==> src/rtl/regfile_write_arbiter.sv <==
// regfile_write_arbiter: owner of the single register-file write port (A3/WE3/WD3).
// Optionally clears x1..x31 after reset, then muxes core writeback (priority) with a
// debug/loader req/ack port. A blocked debug request wins once it has waited STARVE_LIMIT
// cycles, stalling the core for that one cycle.
// Optional feature macro: REGFILE_CLEAR_EN (defined: post-reset clear sequence of x1..x31;
// undefined: reset enters RUN directly and init_done rises one cycle after reset release).

module regfile_write_arbiter #(
  parameter int unsigned STARVE_LIMIT = 4
) (
  input  logic        clk,
  input  logic        rst_n,
  input  logic        core_we,
  input  logic [4:0]  core_rd,
  input  logic [31:0] core_wd,
  output logic        core_stall,
  input  logic        dbg_req,
  input  logic [4:0]  dbg_addr,
  input  logic [31:0] dbg_wdata,
  output logic        dbg_ack,
  output logic        init_done,
  output logic [4:0]  rf_a3,
  output logic        rf_we3,
  output logic [31:0] rf_wd3
);

  // Keep the counter at least one bit wide so STARVE_LIMIT=0 still elaborates.
  localparam int unsigned CntW = (STARVE_LIMIT > 0) ? $clog2(STARVE_LIMIT + 1) : 1;
  localparam logic [CntW-1:0] LimitVal = CntW'(STARVE_LIMIT);

  typedef enum logic [0:0] {
    StClear,
    StRun
  } state_e;

  state_e          state_q;
  logic [CntW-1:0] wait_cnt_q;
  logic            dbg_ack_q;
  logic            init_done_q;
`ifdef REGFILE_CLEAR_EN
  logic [4:0]      clr_addr_q;
`endif

  logic in_run;
  logic core_real;
  logic force_win;
  logic grant;

  // Arbitration: debug wins when the core is not really writing, or once it has starved.
  always_comb begin
    in_run    = (state_q == StRun);
    core_real = core_we & (core_rd != 5'd0);
    force_win = (wait_cnt_q == LimitVal);
    grant     = in_run & dbg_req & ~dbg_ack_q & (~core_real | force_win);
  end

  // Write-port mux and core stall; reset forces the port idle and the core held.
  always_comb begin
    rf_a3      = core_rd;
    rf_wd3     = core_wd;
    rf_we3     = 1'b0;
    core_stall = 1'b1;
    if (!rst_n) begin
      rf_we3     = 1'b0;
      core_stall = 1'b1;
`ifdef REGFILE_CLEAR_EN
    end else if (!in_run) begin
      rf_a3      = clr_addr_q;
      rf_wd3     = 32'd0;
      rf_we3     = 1'b1;
      core_stall = 1'b1;
`endif
    end else if (grant) begin
      rf_a3      = dbg_addr;
      rf_wd3     = dbg_wdata;
      rf_we3     = (dbg_addr != 5'd0);
      // Only a forced win over a real core write costs the core a cycle.
      core_stall = force_win & core_real;
    end else begin
      rf_a3      = core_rd;
      rf_wd3     = core_wd;
      rf_we3     = core_real;
      core_stall = 1'b0;
    end
  end

  // Control FSM: clear sequencing, starvation counter, registered ack and init flag.
  always_ff @(posedge clk or negedge rst_n) begin
    if (!rst_n) begin
`ifdef REGFILE_CLEAR_EN
      state_q    <= StClear;
      clr_addr_q <= 5'd1;
`else
      state_q    <= StRun;
`endif
      wait_cnt_q  <= '0;
      dbg_ack_q   <= 1'b0;
      init_done_q <= 1'b0;
    end else begin
      unique case (state_q)
        StClear: begin
          dbg_ack_q <= 1'b0;
`ifdef REGFILE_CLEAR_EN
          clr_addr_q <= clr_addr_q + 5'd1;
          if (clr_addr_q == 5'd31) begin
            state_q     <= StRun;
            init_done_q <= 1'b1;
          end
`else
          state_q     <= StRun;
          init_done_q <= 1'b1;
`endif
        end
        StRun: begin
          init_done_q <= 1'b1;
          dbg_ack_q   <= grant;
          if (grant) begin
            wait_cnt_q <= '0;
          end else if (dbg_req && !dbg_ack_q && (wait_cnt_q != LimitVal)) begin
            wait_cnt_q <= wait_cnt_q + CntW'(1);
          end
        end
        default: state_q <= StRun;
      endcase
    end
  end

  assign dbg_ack   = dbg_ack_q;
  assign init_done = init_done_q;

`ifndef SYNTHESIS
  // x0 is hardwired zero; the port must never target it.
  always_comb begin
    if (rst_n && rf_we3) begin
      assert (rf_a3 != 5'd0);
    end
  end
`endif

endmodule

==> config.mk <==
export PLATFORM = sky130hd
export DESIGN_NAME = regfile_write_arbiter
export DESIGN_NICKNAME = d
export VERILOG_FILES = /design/src/rtl/regfile_write_arbiter.sv
export SDC_FILE = /design/constraint.sdc
export NUM_CORES = 1
export LEC_CHECK = 0
export ABC_AREA = 1
export CORE_MARGIN = 2
export CORE_UTILIZATION = 28
export DETAILED_ROUTE_END_ITERATION = 10
export PLACE_DENSITY = 0.86
export SYNTH_ARGS = -nofsm -noshare
export SYNTH_HDL_FRONTEND = slang
export SYNTH_SLANG_ARGS = --single-unit
==> constraint.sdc <==
create_clock -name clk -period 4.22 [get_ports clk]
set_input_delay 0.633 -clock clk [delete_from_list [all_inputs] [get_ports clk]]
set_output_delay 0.633 -clock clk [all_outputs]
set_load 0.01 [all_outputs]
==> results.cfg <==
[synthesis]
syn_avg_cell_area_um2 = 5.65
ys_ff_latch = 5
synth_cell_types = 18
ys_top_cells_by_area = nand2_1 32%, nand4_1 25%, dfrtp_1 13%
yosysWarnings = 0
synth_area_leader_cell = nand2_1
syn_nets = 249
seq_area_frac_synth = 0.131
synthCells = 169
netlist.area_leader.share = 0.322
syn-cell-area_um2 = 955

[worst_setup_path]
path_max_fanout = 40
critical_path_class = in2out
start_kind = primary input
r2r_start = wait_cnt_q[0]
cp-end-kind = output pin
crit_arrival_ps = 2820
crit_required_ps = 3590
regToRegSetupSlack_ps = 2710
crit_start = core_rd[2]

[sta]
timing.final.crit_share = 0.819
hold_viol_final = 0
setup_tns_ps = 0
rsz0062_at_grt = no
slew_violations = 0
fin_skew_ps = 1.07
fmax_mhz = 289
period_needed_ps = 3460
setup_viol = 0

[cells_and_area]
syn_to_final_growth_pct = 124
final_nets = 360
multiInputGateArea_um2 = 694
n_antenna_cell = 0
seq_area_um2 = 125
drive_gt1_frac = 0.0394
fill_cells = 304

[clock_tree]
cts.sinks = 5
clockBufferDepth = 2
cts_made_buffers = 3
htree_num_levels = 1
cts-root-buf = clkbuf_4
cts_hold_buf = 0
clkTransAtPathRegs_ps = 40
cts_setup_buffers = 0
cts_resized = 0
cts_tree = built
clock_latency_ps = 230

[power_and_ir_drop]
leakage_nw = 0.975
ir_drop_v = 0.000146
power_density_nw_per_um2 = 172
total_power_w = 0.000367

[global_route]
grt_pass1_vias = 1426
grt_antenna_before_repair = 0
overflow = 0
grt_pass1_wl_mm = 6.60
grt_max_degree = 41
track_usage = 0.199

[routing]
ant_nets = 0
vias = 1503
wire_per_inst_um = 12.1
drc_errors = 0
routed_via_density = 4.62
drtPass1Iterations = 4
drtIter0Drc = 72
routed_wl_mm = 3.95

[placed_design]
portBuffers = 118
place_congestion = 0.829
dp_hpwl_mm = 3.12

[floorplanning]
core_um2 = 3310
die-height_um = 62.4
die_w_um = 62.4
start_util = 0.288
die_area_um2 = 3890
top_level_ports = 119
num_rows = 21

[worst_hold_path]
min_path_type = in2async

[run_status]
status = finished, final reports clean

[run]
drv_cap = 0
## metal layers
metal	global-route usage	routed length [µm]	up-vias
met5	0	0	-
met4	0.0306	19	0
met3	0.0306	209	2
met2	0.360	1960	58
met1	0.255	1750	654
li1	-	-	789
## state kept, by name, indices dropped and copies added, names as in the netlist
| register | count |
|---|---|
| dbg_ack | 1 |
| wait_cnt_q | 3 |
| init_done | 1 |
## cells by family (layout without fill, tap and decap cells)
group / after synthesis / in the layout / share of synthesized area
AND/OR/NAND/NOR: 132 / 132 / 0.664
flip-flops: 5 / 5 / 0.131
other: 1 / 1 / 0.00393
AO/OA/AOI/OAI: 4 / 4 / 0.0236
buffers and inverters: 24 / 134 / 0.142
adder cells (fa/ha/maj): 2 / 2 / 0.0262
XOR/XNOR: 1 / 1 / 0.00918
## report_power, final
part / switching (W) / internal, W
registers: 0.00000694 / 0.0000560
logic: 0.000106 / 0.000144
clock network: 0.0000184 / 0.0000357
## final timing paths
kind | cells past startpoint | end
worst max-delay path | 8 | rf_wd3[0]
worst min-delay path | 1 | wait_cnt_q[1]
worst max register to register | 7 | wait_cnt_q[2]
worst min register to register | 1 | wait_cnt_q[0]
max in group asynchronous | 2 | wait_cnt_q[2]
min in group clk | 1 | wait_cnt_q[0]
## cell usage after synthesis
master and number:
conb_1 1, xnor2_1 1, dfrtp_1 5, nand2_1 82, clkbuf_1 4, nor2_4 1
nor2_1 6, nand3_4 2, o21ai_1 1, o21ai_0 2, buf_2 6, nand3_2 1
inv_1 9, nand3_1 2, nand4_1 38, a21boi_0 1, buf_6 5, ha_1 2
## final cells by class
cell class	count	share of cell area
sequential	5	0.0586
timing repair buffer	121	0.561
multi-input combinational	140	0.325
inverter	9	0.0158
tap	46	0.0269
clock buffer	4	0.0123
## critical path, stage by stage
cell and delay, ps:
clkdlybuf4s50_1 480, nor2_1 60, nand3_2 110, nand3_4 360
nand3_4 450, nand2_1 100, nand2_1 80, clkdlybuf4s50_1 540
## layout by cell type (no fill, tap or decap)
| cell | n |
|---|---|
| o21ai_0 | 2 |
| nand4_1 | 38 |
| nor2_4 | 1 |
| buf_2 | 1 |
| o21ai_1 | 1 |
| a21boi_0 | 1 |
| nand3_4 | 2 |
| nand3_1 | 2 |
| nand2_1 | 82 |
| xnor2_1 | 1 |
| nand3_2 | 1 |
| clkdlybuf4s50_1 | 117 |
| buf_4 | 3 |
| clkbuf_4 | 3 |
| conb_1 | 1 |
| nor2_1 | 6 |
| ha_1 | 2 |
| clkbuf_1 | 1 |
| dfrtp_1 | 5 |
| inv_1 | 9 |
## through the flow
step / setup slack [ps] / cell area [µm²] / util / hold slack (ps) / std cells
3_3_place_gp: 775 / 2110 / 0.637 / 510 / 321
3_5_place_dp: 733 / 2110 / 0.637 / 530 / 321
2_1_floorplan: 2200 / 955 / - / 337 / 169
6_report: 764 / 2140 / 0.645 / 284 / 325
5_1_grt: 521 / 2140 / 0.645 / 288 / 325
4_1_cts: 731 / 2140 / 0.645 / 279 / 325
No activity file was read; power rests on OpenSTA's default activity.
